--- config.mk ---
export PLATFORM = sky130hd
export DESIGN_NAME = mc_cfg_loader
export DESIGN_NICKNAME = d
export VERILOG_FILES = /design/src/rtl/mc_cfg_pkg.sv /design/src/rtl/mc_cfg_crc8.sv /design/src/rtl/mc_cfg_loader.sv
export SDC_FILE = /design/constraint.sdc
export NUM_CORES = 1
export LEC_CHECK = 0
export ABC_CLOCK_PERIOD_IN_PS = 27800
export BUFFER_PORTS_ARGS = -buffer_cell sky130_fd_sc_hd__buf_4
export CORE_MARGIN = 10
export CORE_UTILIZATION = 60
export DETAILED_ROUTE_END_ITERATION = 10
export PLACE_DENSITY = 0.81
export SLEW_MARGIN = 20
export SYNTH_ARGS = -nofsm -noshare
export SYNTH_HDL_FRONTEND = slang
export SYNTH_HIERARCHICAL = 1
export SYNTH_SLANG_ARGS = --single-unit
--- constraint.sdc ---
create_clock -name clk -period 27.8 [get_ports clk]
set_input_delay 1.39 -clock clk [delete_from_list [all_inputs] [get_ports clk]]
set_output_delay 1.39 -clock clk [all_outputs]
set_load 0.05 [all_outputs]
--- src/rtl/mc_cfg_pkg.sv ---
// Shared definitions for the macrocell configuration loader: FSM states,
// per-macrocell word width, field offsets inside a macrocell word and the
// CRC-8 polynomial. The CHECK state exists only when MC_CFG_CRC_EN is defined.
package mc_cfg_pkg;

  localparam int MC_CFG_W = 19;

  // Field offsets within one macrocell configuration word
  localparam int PT1       = 0;
  localparam int PT2       = 1;
  localparam int PT3       = 2;
  localparam int PT4       = 3;
  localparam int PT4_FUNC  = 4;
  localparam int PT5       = 5;
  localparam int PT5_FUNC  = 6;
  localparam int XOR_A     = 7;
  localparam int XOR_B     = 8;
  localparam int XOR_INV   = 9;
  localparam int O_MUX     = 10;
  localparam int D_MUX     = 11;
  localparam int STORAGE   = 12;
  localparam int OE_LSB    = 13;
  localparam int OE_MSB    = 15;
  localparam int GCLK_LSB  = 16;
  localparam int GCLK_MSB  = 17;
  localparam int GCLR      = 18;

  localparam logic [7:0] CRC_POLY = 8'h07;

  typedef enum logic [1:0] {
    ST_IDLE   = 2'd0,
    ST_SHIFT  = 2'd1,
    ST_COMMIT = 2'd2
`ifdef MC_CFG_CRC_EN
    ,
    ST_CHECK  = 2'd3
`endif
  } state_t;

endpackage

--- src/rtl/mc_cfg_crc8.sv ---
// Serial CRC-8 (polynomial from mc_cfg_pkg, init 0), one message bit per
// enabled cycle, MSB-first. Used by mc_cfg_loader only when MC_CFG_CRC_EN
// is defined.
module mc_cfg_crc8
  import mc_cfg_pkg::*;
(
  input  logic       clk,
  input  logic       ar,
  input  logic       clr,
  input  logic       en,
  input  logic       din,
  output logic [7:0] crc
);

  logic fb;

  assign fb = crc[7] ^ din;

  // Shift the running remainder, folding in the polynomial when the feedback bit is set
  always_ff @(posedge clk or posedge ar) begin
    if (ar) begin
      crc <= '0;
    end else if (clr) begin
      crc <= '0;
    end else if (en) begin
      crc <= {crc[6:0], 1'b0} ^ (fb ? CRC_POLY : 8'h00);
    end
  end

endmodule

--- src/rtl/mc_cfg_loader.sv ---
// Serial configuration loader for the macrocell array. Bits arrive LSB
// first, macrocell 0 first, over a valid/ready handshake into a shadow
// register; a complete frame is copied to cfg in a single cycle so every
// macrocell select changes together. Define MC_CFG_CRC_EN to append a
// CRC-8 trailer to the frame and verify it before committing.
module mc_cfg_loader
  import mc_cfg_pkg::*;
#(
  parameter int NUM_MC = 16,
  parameter int CFG_W  = MC_CFG_W
) (
  input  logic                    clk,
  input  logic                    ar,
  input  logic                    start,
  input  logic                    abort,
  input  logic                    sdi,
  input  logic                    sdi_valid,
  output logic                    sdi_ready,
  output logic [NUM_MC*CFG_W-1:0] cfg,
  output logic                    busy,
  output logic                    done,
  output logic                    err
);

  localparam int FRAME_BITS = NUM_MC * CFG_W;
`ifdef MC_CFG_CRC_EN
  localparam int TOTAL_BITS = FRAME_BITS + 8;
`else
  localparam int TOTAL_BITS = FRAME_BITS;
`endif
  localparam int CNT_W = $clog2(TOTAL_BITS + 1);
  localparam logic [CNT_W-1:0] LAST_IDX  = CNT_W'(TOTAL_BITS - 1);
  localparam logic [CNT_W-1:0] FRAME_END = CNT_W'(FRAME_BITS);

  state_t                  state;
  state_t                  state_nxt;
  logic [CNT_W-1:0]        cnt;
  logic [FRAME_BITS-1:0]   shadow;
  logic                    xfer;
  logic                    load_start;
  logic                    crc_ok;

  // A bit moves only when the loader is shifting and no abort overrides it
  assign xfer       = sdi_valid & sdi_ready & ~abort;
  assign load_start = (state == ST_IDLE) & start;

`ifdef MC_CFG_CRC_EN
  logic [7:0] crc_calc;
  logic [7:0] crc_rx;
  logic       crc_en;

  assign crc_en = xfer & (cnt < FRAME_END);
  assign crc_ok = (crc_rx == crc_calc);

  mc_cfg_crc8 u_crc8 (
    .clk (clk),
    .ar  (ar),
    .clr (load_start),
    .en  (crc_en),
    .din (sdi),
    .crc (crc_calc)
  );

  // Collect the received CRC trailer, bit 7 first
  always_ff @(posedge clk or posedge ar) begin
    if (ar) begin
      crc_rx <= '0;
    end else if (xfer && (cnt >= FRAME_END)) begin
      crc_rx <= {crc_rx[6:0], sdi};
    end
  end
`else
  assign crc_ok = 1'b1;
`endif

  // State register
  always_ff @(posedge clk or posedge ar) begin
    if (ar) begin
      state <= ST_IDLE;
    end else begin
      state <= state_nxt;
    end
  end

  // Next-state logic; start beats abort in IDLE, abort is ignored in COMMIT
  always_comb begin
    state_nxt = state;
    case (state)
      ST_IDLE: begin
        if (start) state_nxt = ST_SHIFT;
      end
      ST_SHIFT: begin
        if (abort) begin
          state_nxt = ST_IDLE;
        end else if (sdi_valid && (cnt == LAST_IDX)) begin
`ifdef MC_CFG_CRC_EN
          state_nxt = ST_CHECK;
`else
          state_nxt = ST_COMMIT;
`endif
        end
      end
`ifdef MC_CFG_CRC_EN
      ST_CHECK: begin
        if (abort)       state_nxt = ST_IDLE;
        else if (crc_ok) state_nxt = ST_COMMIT;
        else             state_nxt = ST_IDLE;
      end
`endif
      ST_COMMIT: state_nxt = ST_IDLE;
      default:   state_nxt = ST_IDLE;
    endcase
  end

  // Handshake and status outputs decoded from the current state
  always_comb begin
    sdi_ready = (state == ST_SHIFT);
    busy      = (state != ST_IDLE);
    done      = (state == ST_COMMIT);
  end

  // Bit counter and shadow register fill
  always_ff @(posedge clk or posedge ar) begin
    if (ar) begin
      cnt    <= '0;
      shadow <= '0;
    end else if (load_start) begin
      cnt <= '0;
    end else if (xfer) begin
      cnt <= cnt + 1'b1;
      if (cnt < FRAME_END) shadow[cnt] <= sdi;
    end
  end

  // Active configuration: replaced as a whole on commit only
  always_ff @(posedge clk or posedge ar) begin
    if (ar) begin
      cfg <= '0;
    end else if (state == ST_COMMIT) begin
      cfg <= shadow;
    end
  end

  // Sticky error: set by abort or CRC mismatch, cleared by an accepted start
  always_ff @(posedge clk or posedge ar) begin
    if (ar) begin
      err <= 1'b0;
    end else if (load_start) begin
      err <= 1'b0;
    end else if (abort && (state != ST_IDLE) && (state != ST_COMMIT)) begin
      err <= 1'b1;
`ifdef MC_CFG_CRC_EN
    end else if ((state == ST_CHECK) && !crc_ok) begin
      err <= 1'b1;
`endif
    end
  end

endmodule
-- After elaboration in Yosys (flattened, before gate mapping)
Index checks and enable logic that the tools add are counted.
- register bits after elaboration: 620
- bits of input ports: 6
- output and inout bits: 308
- logic and storage cells: 41
- eq/ne operators: 6
- reductions and logical operators: 10
- order comparisons: 3
- bitwise logic cells: 5
- muxes and demuxes: 11
- $add $sub $neg: 1
- operator list (cell ; number):
    $bwmux 304 ; 1
    $mux 9 ; 2
    $lt 9x10->1 const B ; 1
    $add 9x1->9 const B ; 1
    $demux 1 s9 ; 1
    $eq 9x9->1 const B ; 1
    $ge 9x1->1 const B ; 1
    $lt 9x9->1 const B ; 1
    $mux 2 ; 3
    $reduce_bool 2->1 ; 3
    $logic_and 1x1->1 ; 4
    $ne 2x2->1 const B ; 2
    $pmux 2 s2 ; 1
    $and 1x1->1 ; 3
    $mux 1 ; 3
    $ne 3x2->1 const B ; 1
    $reduce_and 3->1 ; 1
    $eq 2x1->1 const B ; 1
    $eq 2x2->1 const B ; 1
    $logic_not 2->1 ; 1
    $not 1->1 ; 2
    $reduce_and 2->1 ; 1

-- Longest topological paths before layout
Gate-level depths: netlist of run 1.
- depth in word-level cells: 5
- mapped depth: 7
- gate-level depth less buffers: 6

-- Worst setup path after synthesis of run 1
OpenSTA, ideal clock, no wires.
- path kind: input-to-reg
- start point: input abort
- end point: register shadow[151]
- path slack: 24632 ps
- stages on the path: 7
- path buffers: 3
- arrival: 3040 ps
- required time: 27673 ps
- setup time: 127 ps
- cell sequence: nand4bb_1 -> buf_2 -> buf_6 -> a2111oi_4 -> buf_2 -> nand2_1 -> mux2_1
- cells in the longest elaborated chain, start to end: 3
- ends and longest elaborated chain (item ; line ; text):
    start, declared ; mc_cfg_loader.sv:15 ; input logic abort,
    $not 1->1 ; mc_cfg_loader.sv:44 ; assign xfer = sdi_valid & sdi_ready & ~abort;
    $and 1x1->1 ; mc_cfg_loader.sv:44 ;
    $reduce_and 3->1 (no source line) ; -- ;
    end signal, assigned by index ; mc_cfg_loader.sv:131 ; if (cnt < FRAME_END) shadow[cnt] <= sdi;
    end, declared ; mc_cfg_loader.sv:38 ; logic [FRAME_BITS-1:0] shadow;
Every way passes these cells.
A chain may end at the register's enable or synchronous reset.

-- Worst setup path after layout of run 1
- start point: register state[0]
- end point: register cfg[139]
- cells in the longest elaborated chain, start to end: 1
- ends and longest elaborated chain (item ; line ; text):
    start, declared ; mc_cfg_loader.sv:35 ; state_t state;
    start signal, assigned ; mc_cfg_loader.sv:81 ; state <= state_nxt;
    $eq 2x2->1 ; mc_cfg_loader.sv:139 ; end else if (state == ST_COMMIT) begin
    end signal, assigned ; mc_cfg_loader.sv:140 ; cfg <= shadow;
    end, declared ; mc_cfg_loader.sv:19 ; output logic [NUM_MC*CFG_W-1:0] cfg,
Every way passes these cells.

==> results of run 1 <==
-- through the flow --
step	area [um^2]	util
after global routing	30200	0.723
after CTS	30100	0.721
after global placement	27900	0.669
after floorplan	25300	-
after detailed placement	28000	0.670
final	30200	0.723
-- report_power, final --
group          switching, mW  total (mW)  internal (mW)
logic                 0.0366      0.0456        0.00897
registers            0.00320       0.909          0.906
clock network          0.352       0.872          0.520
total                  0.392        1.83           1.43
-- flip-flops by register name, indices dropped and copies added (netlist names) --
| name | count |
|---|---|
| cfg | 304 |
| state | 2 |
| shadow | 304 |
| err | 1 |
| cnt | 9 |
-- layout by cell type, fill, tap and decap left out, types with 3 or more instances in the layout --
cell type | Yosys | layout
nand2_1 | 1224 | 1224
dfrtp_1 | 620 | 620
buf_4 | 7 | 347
mux2_2 | 256 | 256
clkbuf_16 | 0 | 60
mux2_4 | 30 | 30
nor2_1 | 25 | 19
mux2_1 | 18 | 18
clkbuf_8 | 0 | 15
a2111oi_4 | 12 | 12
clkinv_2 | 0 | 11
inv_1 | 10 | 9
bufinv_16 | 0 | 9
clkbuf_1 | 108 | 8
buf_6 | 10 | 8
nand2b_1 | 8 | 7
xnor2_1 | 7 | 7
nand3_1 | 5 | 5
nor2_2 | 0 | 5
nor4_1 | 4 | 4
ha_1 | 4 | 4
or3_1 | 3 | 3
a211oi_4 | 3 | 3
-- cells by family after synthesis --
logic type               after synthesis  synth area share
AO/OA/AOI/OAI                         20            0.0168
XOR/XNOR                               7           0.00243
adder cells (fa/ha/maj)                4           0.00198
buffers and inverters                162            0.0297
flip-flops                           620             0.614
multiplexers                         304             0.140
AND/OR/NAND/NOR                     1284             0.195
-- path summary, 6_finish.rpt --
path	endpoint	slack (ps)	cells after the start
max	cfg[139]	23760	6
min	cfg[156]	460	2
max reg2reg	cfg[139]	23760	6
min reg2reg	cfg[156]	460	2
max in group asynchronous	cfg[263]	24710	4
min in group asynchronous	cfg[120]	940	2
-- area by class of cell --
| cell class | instances | area, um^2 |
|---|---|---|
| timing repair buffer | 357 | 2740 |
| antenna | 2 | 5.00 |
| clock inverter | 27 | 392 |
| tap | 539 | 674 |
| sequential | 620 | 15500 |
| fill | 2841 | 11600 |
| inverter | 11 | 56.3 |
| multi-input combinational | 1619 | 9050 |
| clock buffer | 83 | 1740 |
-- worst max-delay path: cells and delay by family, from the launching register on --
| family | cells | cell delay, ps |
|---|---|---|
| buffers and inverters | 3 | 2460 |
| DFF | 1 | 450 |
| and+or+nand+nor | 3 | 880 |
-- cell usage after synthesis, types with 7 or more instances --
library cell  count  area (um^2)
mux2_4           30          450
inv_1            10         37.5
nor2_1           25         93.8
nand2_1        1224         4590
clkbuf_1        108          405
buf_4             7         52.6
mux2_2          256         2880
buf_6            10          113
buf_2            20          100
dfrtp_1         620        15500
mux2_1           18          203
xnor2_1           7         61.3
a2111oi_4        12          330
nand2b_1          8         50.1
-- routing by layer --
metal	share of wire	global-route usage	routed length [um]
met1	0.41	0.371	28500
met2	0.48	0.433	33600
met3	0.085	0.0615	5930
met4	0.029	0.0895	2060
met5	0	0	0
==> results.md, run 1 <==
- Post-DRT Antenna Nets: 0
- Die width: 225 um
- Area Overhead vs Synth: 19.5%
- Hold WS: 459 ps
- Cell area power density: 60.5 nW/um^2
- Final Hold Viols: 0
- Max Root-Sink Buffers: 3
- Number of placement rows: 75
- Clock sink total: 620
- Critical Path AT: about 4600 ps
- Total track usage: 0.274
- Die Ht: around 230 um
- Cell area after synthesis: 25300 um^2
- Synth warnings: 6
- Fmax: between 200 and 250 MHz
- GP Congestion: 0.857
- CP peak stage delay: ~880 ps
- Vias: 18486
- Clock Skews: about 28 ps
- Non-filler cells, final: 3258
- Hold crit path type: reg -> reg
- Placed Instances: 3145
- Crit. End Element: register
- Place WS: 23660 ps
- Yosys cell types: 35
- Worst-path clk slew: 60 ps
- Setup violations, final: 0
- Drt wl/cell: 21.5 um
- Number of synthesized flops with an enable pin: 0
- First-pass GRT wire length: 109 mm
- Post-Syn Nets: 2411
- Final nets: 2679
- Setup TNS: 0 ps
- Peak supply drop: around 0.047 mV
- Final setup margin: 23760 ps
- Setup crit start: state[0]
- Root Driver: clkbuf_16
- Crit path cell chain: nand2b_4 > inv_8 > buf_4 > buf_4 > nand2_1 > nand2_1
- Worst-Margin Slew: around 1100 ps
- Post-Synthesis Cells: 2401
- Worst Path Required: around 28000 ps
- Asr flop ratio synth: 1.00
- Fin crit share: 0.145
- Syn avg cell area: 10.5 um^2
- Drt initial violations: 1827
- Critical-path top delay cell: buf_4
- Port buffer count: around 310
- Pwr Total: 1.83 mW
- Min cycle time layout: roughly 4000 ps
- RSZ-0062 raised after global routing: no
- Maximum net fanout on the critical path: roughly 130
- Initial antenna violation count: 2
- Slew headroom: 0.264
- First-pass detailed-route iteration total: 5
- H-tree Lvls: 2
- Inserted Clock Buffers: 60
- Max Cap Violations: 0
- Full die area: 50700 um^2
- Initial Util: 0.605
- Status: finished, final reports clean
- Yosys reg bits: 620
- Post-CTS setup buffer count: 0
- Leakage: between 15 and 20 nW
- Top-Level Pins: 314
- Worst setup SP type: register
- Post-cts resize count: 0
- Share of cells above drive strength 1: 0.287
- CTS tree: yes
- Clock Latency Late Sink: 610 ps
- Sequential fraction of the synthesis area: 0.614
- Routed vias/inst: 5.67
- Total core area: 41800 um^2
- Residual DRC count: 0
- HPWL after DPL: 44.2 mm
- Post-CTS Hold Fix Bufs: 0
- Vias in the first global route: 18781
- Gr ovfl total: 0
- Final Slew Violations: 0
- Worst Min Path Start: shadow[156]
- Commonest register cell after synthesis: dfrtp_1
- Launch point of the worst reg-to-reg path: state[0]
- Largest net degree at the start of global routing: 195
- Crit Path Class: reg -> reg
- Total wire length: 70.1 mm
Note: power is estimated with default switching activity, not from simulation.
==> run 2: changes to the inputs <==
--- a/config.mk
+++ b/config.mk
@@ -5,12 +5,12 @@
 export SDC_FILE = /design/constraint.sdc
 export NUM_CORES = 1
 export LEC_CHECK = 0
-export ABC_CLOCK_PERIOD_IN_PS = 27800
+export ABC_CLOCK_PERIOD_IN_PS = 3750
 export BUFFER_PORTS_ARGS = -buffer_cell sky130_fd_sc_hd__buf_4
 export CORE_MARGIN = 10
-export CORE_UTILIZATION = 60
+export CORE_UTILIZATION = 58
 export DETAILED_ROUTE_END_ITERATION = 10
-export PLACE_DENSITY = 0.81
+export PLACE_DENSITY = 0.79
 export SLEW_MARGIN = 20
 export SYNTH_ARGS = -nofsm -noshare
 export SYNTH_HDL_FRONTEND = slang
==> constraint.sdc (replaced) <==
create_clock -name clk -period 3.75 [get_ports clk]
set_input_delay 0.1875 -clock clk [delete_from_list [all_inputs] [get_ports clk]]
set_output_delay 0.1875 -clock clk [all_outputs]
set_load 0.05 [all_outputs]
==> results.md, run 2 (synthesized netlist as in run 1, its figures left out) <==
- Gr ovfl total: 0 (unchanged)
- First-pass GRT wire length: 110 mm (was 109 mm)
- Initial Util: 0.586 (was 0.605)
- Worst reg-to-reg setup slack: 830 ps (was 23760 ps)
- Largest registers: cfg (304), shadow (304), cnt (9) (unchanged)
- Final Util: 0.705 (was 0.723)
- Worst-Margin Slew: 1070 ps (was 1100 ps)
- Slew headroom: 0.283 (was 0.264)
- Inserted Clock Buffers: 60 (unchanged)
- Total core area: 43100 um^2 (was 41800 um^2)
- First-pass detailed-route iteration total: 9 (was 5)
- Max Cap Violations: 0 (unchanged)
- Status: finished, final reports clean (unchanged)
- CP dominant cell by count: buf_4
- Port buffer count: 313 (unchanged)
- Setup violations, final: 0 (unchanged)
- RSZ-0062 raised after global routing: no (unchanged)
- Vias: 18288 (was 18486)
- Crit Path Class: reg -> reg (unchanged)
- Hold WS: 41.5 ps (was 459 ps)
- Antenna cell count: 0 (was 2)
- Critical Path AT: 3420 ps (was 4590 ps)
- Clock Latency Late Sink: 620 ps (was 610 ps)
- Crit path cell chain: a211o_1 > buf_4 > a2111oi_4 > buf_4 > nand2_1 > mux2_1 (was nand2b_4 > inv_8 > buf_4 > buf_4 > nand2_1 > nand2_1)
- Post-CTS setup buffer count: 0 (unchanged)
- Fin crit share: 0.778 (was 0.145)
- Final Hold Viols: 0 (unchanged)
- Max Root-Sink Buffers: 3 (unchanged)
- Full die area: 52300 um^2 (was 50700 um^2)
- Die width: 229 um (was 225 um)
- H-tree Lvls: 2 (unchanged)
- Critical-path top delay cell: a211o_1 (was buf_4)
- Die Ht: 229 um (was 225 um)
- CP peak stage delay: 650 ps (was 880 ps)
- Initial antenna violation count: 0 (was 2)
- Root Driver: clkbuf_16 (unchanged)
- GP Congestion: 0.824 (was 0.857)
- Vias in the first global route: 18788 (was 18781)
- Residual DRC count: 0 (unchanged)
- Clock sink total: 620 (unchanged)
- Area Overhead vs Synth: 20.2% (was 19.5%)
- Total wire length: 70.5 mm (was 70.1 mm)
- CTS tree: yes (unchanged)
- Largest net degree at the start of global routing: 161 (was 195)
- Final nets: 2704 (was 2679)
- Maximum net fanout on the critical path: 11 (was 126)
- HPWL after DPL: 44.7 mm (was 44.2 mm)
- Commonest non-fill, non-tap cells in the layout: nand2_1 (1224), dfrtp_1 (620), buf_4 (367) (was nand2_1 (1224), dfrtp_1 (620), buf_4 (347))
- Post-DRT Antenna Nets: 0 (unchanged)
- Worst setup SP type: register (unchanged)
- Worst-path clk slew: 70 ps (was 60 ps)
- Crit. End Element: register (unchanged)
- Peak supply drop: 0.347 mV (was 0.0466 mV)
- Drt wl/cell: 21.2 um (was 21.5 um)
- Share of cells above drive strength 1: 0.287 (about the same)
- Final Slew Violations: 0 (unchanged)
- Top-Level Pins: 314 (unchanged)
- Clock Skews: 17.6 ps (was 27.8 ps)
- Post-cts resize count: 0 (unchanged)
- Worst Path Required: 4250 ps (was 28350 ps)
- Fmax: 343 MHz (was 247 MHz)
- Commonest non-fill, non-tap cell in the layout: nand2_1 (unchanged)
- Cell area power density: 436 nW/um^2 (was 60.5 nW/um^2)
- Leakage: 16.5 nW (was 16.4 nW)
- Total track usage: 0.265 (was 0.274)
- Drt initial violations: 1764 (was 1827)
- Hold crit path type: in -> reg (was reg -> reg)
- Routed vias/inst: 5.50 (was 5.67)
- Number of placement rows: 76 (was 75)
- Min cycle time layout: 2920 ps (was 4040 ps)
-- run 2: changes by cell type in the layout (fill, tap and decap cells not counted), moves of 4 or more --
cell       delta
buf_4        +20
nor2_1        +5
bufinv_16     -6
clkbuf_8      +4
buf_6         -7
buf_12       +11
nor2_2        -5
clkbuf_1     +11
clkinv_2      -7
-- run 2: final cells by class --
| cell class | count | area [um^2] |
|---|---|---|
| Clock buffer | 99 | 1860 |
| Clock inverter | 12 | 151 |
| Timing Repair Buffer | 382 | 3030 |
| Sequential cell | 620 | 15500 |
| Multi-Input combinational cell | 1619 | 9020 |
| Fill cell | 3008 | 12700 |
| Tap cell | 585 | 732 |
| Inverter | 11 | 52.6 |
-- run 2: metal layers --
layer / track usage / vias up / share of wire
met1: 0.349 / 9279 / 0.41
met5: 0 / - / 0
met4: 0.0941 / 0 / 0.032
met2: 0.429 / 695 / 0.48
li1: - / 8176 / -
met3: 0.0553 / 138 / 0.075
-- run 2: timing repair --
action / in CTS / in global routing
endpoints found under the setup margin: 0 / 0
hold buffers: 2 / 0
hold endpoints to repair: 18 / 0
-- run 2: stage by stage --
stage | TNS (ps) | worst slack, ps | cell area, um^2 | std cells | power [mW]
after floorplan | -3038300 | -4900 | 25300 | 2401 | 7.11
after global placement | 0 | 943 | 28300 | 3215 | 7.21
after detailed placement | 0 | 859 | 28300 | 3215 | 7.23
after CTS | 0 | 830 | 30400 | 3328 | 13.3
after global routing | 0 | 705 | 30400 | 3328 | 13.6
final | 0 | 831 | 30400 | 3328 | 13.2
-- run 2: worst paths after layout --
check                            start          end  cells after the start
max in group asynchronous           ar     cfg[196]                      4
max                             cnt[4]  shadow[104]                      6
min in group asynchronous           ar  shadow[142]                      3
max reg2reg                     cnt[4]  shadow[104]                      6
min                          sdi_valid     state[0]                      4
min reg2reg                shadow[139]     cfg[139]                      2
-- run 2: where the power goes --
| group | internal [mW] | switching [mW] |
|---|---|---|
| clock network | 3.57 | 2.56 |
| registers | 6.72 | 0.0224 |
| logic | 0.0819 | 0.278 |
| total | 10.4 | 2.86 |
-- run 2: critical path: cells and delay by family, from the launching register on --
kind,cells,cell delay (ps)
mux,1,330
simple gates,1,70
compound gates,2,1300
flops,1,490
buf+inv,2,610
==> run 3: changes to the inputs <==
--- a/config.mk
+++ b/config.mk
@@ -5,7 +5,7 @@
 export SDC_FILE = /design/constraint.sdc
 export NUM_CORES = 1
 export LEC_CHECK = 0
-export ABC_CLOCK_PERIOD_IN_PS = 3750
+export ABC_CLOCK_PERIOD_IN_PS = 2700
 export BUFFER_PORTS_ARGS = -buffer_cell sky130_fd_sc_hd__buf_4
 export CORE_MARGIN = 10
 export CORE_UTILIZATION = 58
==> constraint.sdc (replaced) <==
create_clock -name clk -period 2.7 [get_ports clk]
set_input_delay 0.135 -clock clk [delete_from_list [all_inputs] [get_ports clk]]
set_output_delay 0.135 -clock clk [all_outputs]
set_load 0.05 [all_outputs]
==> results.md, run 3 (synthesized netlist as in run 1, its figures left out) <==
- Status: finished, final reports clean (unchanged)
- Leakage: 16.8 nW (was 16.5 nW)
- Critical-path top delay cell: dfrtp_1 (was a211o_1)
- Fmax: 383 MHz (was 343 MHz)
- Routed vias/inst: 5.53 (was 5.50)
- Sw power: 4.06 mW (was 2.86 mW)
- Commonest non-fill, non-tap cells in the layout: nand2_1 (1224), dfrtp_1 (619), buf_4 (390) (was nand2_1 (1224), dfrtp_1 (620), buf_4 (367))
- Setup violations, final: 0 (unchanged)
- Root Driver: clkbuf_16 (unchanged)
- Inserted Clock Buffers: 59 (was 60)
- Largest net degree at the start of global routing: 220 (was 161)
- First-pass detailed-route iteration total: 6 (was 9)
- Max Root-Sink Buffers: 3 (unchanged)
- Critical Path AT: 3120 ps (was 3420 ps)
- Port buffer count: 313 (unchanged)
- Min cycle time layout: 2610 ps (was 2920 ps)
- Final nets: 2730 (was 2704)
- Clock sink total: 620 (unchanged)
- Worst Path Buf+Inv: 1 (was 2)
- Switching portion of total power: 0.211 (was 0.216)
- Vias: 18542 (was 18288)
- Final Slew Violations: 0 (unchanged)
- Total core area: 43100 um^2 (unchanged)
- Comb pwr share: 0.027 (about the same)
- H-tree Lvls: 2 (unchanged)
- Cell area power density: 624 nW/um^2 (was 436 nW/um^2)
- Total track usage: 0.267 (was 0.265)
- GP Congestion: 0.877 (was 0.824)
- Peak supply drop: 0.441 mV (was 0.347 mV)
- Initial Util: 0.586 (unchanged)
- Crit-path leading delay family: simple AND/OR/NAND/NOR gates (was compound AO/OA/AOI/OAI gates)
- Placed Area: 28500 um^2 (was 28300 um^2)
- Int Power: 15.2 mW (was 10.4 mW)
- Commonest non-fill, non-tap cell in the layout: nand2_1 (unchanged)
- Sequential power share: 0.486 (was 0.509)
- Maximum net fanout on the critical path: 14 (was 11)
- Initial antenna violation count: 1 (was 0)
- First-pass GRT wire length: 111 mm (was 110 mm)
- Largest registers: cfg (304), shadow (304), cnt (9) (unchanged)
- Pwr Total: 19.2 mW (was 13.2 mW)
- Hold crit path type: in -> reg (unchanged)
- Drt wl/cell: 21.1 um (was 21.2 um)
- Worst-path clk slew: 60 ps (was 70 ps)
- Cell area after layout: 30800 um^2 (was 30400 um^2)
- Worst Path Required: 3210 ps (was 4250 ps)
- Total wire length: 70.9 mm (was 70.5 mm)
- Post-DRT Antenna Nets: 0 (unchanged)
- Crit. End Element: register (unchanged)
- Full die area: 52300 um^2 (unchanged)
- Post-CTS setup buffer count: 0 (unchanged)
- RSZ-0062 raised after global routing: no (unchanged)
- Number of placement rows: 76 (unchanged)
- Clock Latency Late Sink: 630 ps (was 620 ps)
- Area Overhead vs Synth: 22.1% (was 20.2%)
- Die Ht: 229 um (unchanged)
- Worst-Margin Slew: 1350 ps (was 1070 ps)
- Clock power share: 0.487 (was 0.463)
- Die width: 229 um (unchanged)
- Crit Path Class: reg -> reg (unchanged)
- Worst setup SP type: register (unchanged)
- Final Hold Viols: 0 (unchanged)
- Vias in the first global route: 19300 (was 18788)
- Gr ovfl total: 0 (unchanged)
- Share of cells above drive strength 1: 0.299 (was 0.287)
- Drt initial violations: 1953 (was 1764)
- Crit path cell chain: nand3_1 > or4_1 > a31o_2 > dlygate4sd3_1 (was a211o_1 > buf_4 > a2111oi_4 > buf_4 > nand2_1 > mux2_1)
- CTS tree: yes (unchanged)
- Residual DRC count: 0 (unchanged)
- Slew headroom: 0.101 (was 0.283)
- HPWL after DPL: 45.9 mm (was 44.7 mm)
- CP peak stage delay: 770 ps (was 650 ps)
- Top-Level Pins: 314 (unchanged)
- Fin crit share: 0.966 (was 0.778)
- Max Cap Violations: 0 (unchanged)
- Clock Skews: 22.4 ps (was 17.6 ps)
[run 3: cell count changes in the layout (fill, tap and decap cells not counted)]
cell	delta
dfrtp_2	+1
clkinv_8	+2
dfrtp_1	-1
clkbuf_8	-5
clkbuf_16	-2
clkinv_2	+9
dlygate4sd3_1	+2
clkbuf_1	-15
buf_12	+2
clkinv_4	-2
diode_2	+1
buf_4	+23
clkinvlp_4	+1
bufinv_16	+11
[run 3: power groups by stage]
stage,sequential [mW],combinational [mW],clock (mW)
after global placement,9.52,0.508,0
after CTS,9.36,0.533,9.44
final,9.36,0.521,9.36
after floorplan,9.54,0.328,0
after global routing,9.36,0.577,9.84
after detailed placement,9.53,0.522,0
[run 3: cell type report]
type,instances,area (um^2)
inverter,11,52.6
multi-input combinational,1619,9020
clock buffer,77,1680
timing repair buffer,409,3260
sequential,620,15500
tap,585,732
fill,2946,12300
antenna,1,2.50
clock inverter,33,549
[run 3: routing by layer]
metal,track usage,up-vias,wire (um)
li1,-,8215,-
met3,0.0490,115,5020
met1,0.361,9478,29700
met2,0.432,734,34300
met4,0.0875,0,1820
met5,0,-,0
[run 3: final timing paths]
| kind | cells after the start | from | slack [ps] | endpoint |
|---|---|---|---|---|
| setup / recovery | 4 | cnt[3] | 90 | state[0] |
| hold / removal | 4 | start | 40 | cnt[3] |
| setup reg to reg | 4 | cnt[3] | 90 | state[0] |
| hold reg to reg | 2 | shadow[215] | 450 | cfg[215] |
| max in group asynchronous | 5 | ar | 1490 | cfg[210] |
| min in group asynchronous | 3 | ar | 130 | cfg[67] |
[run 3: metrics by stage]
step	TNS, ps	std cells	util	hold slack [ps]	worst slack [ps]
floorplan	-3656750	2401	-	289	-5900
global placement	0	3240	0.663	205	388
detailed placement	0	3240	0.663	196	345
CTS	0	3354	0.715	9.18	99.0
global route	0	3355	0.715	54.0	28.8
finish	0	3355	0.715	35.1	91.0
[run 3: what timing repair did]
action,4_1_cts,5_1_grt
endpoints found under the hold margin,39,0
gates resized for setup,0,1
hold buffers,4,0
setup endpoints to repair,0,1
[run 3: worst reg2reg max path, delay by kind of cell (launching register included)]
family | cells | cell delay [ps]
buf+inv | 1 | 550
flops | 1 | 770
simple gates | 2 | 930
compound gates | 1 | 250
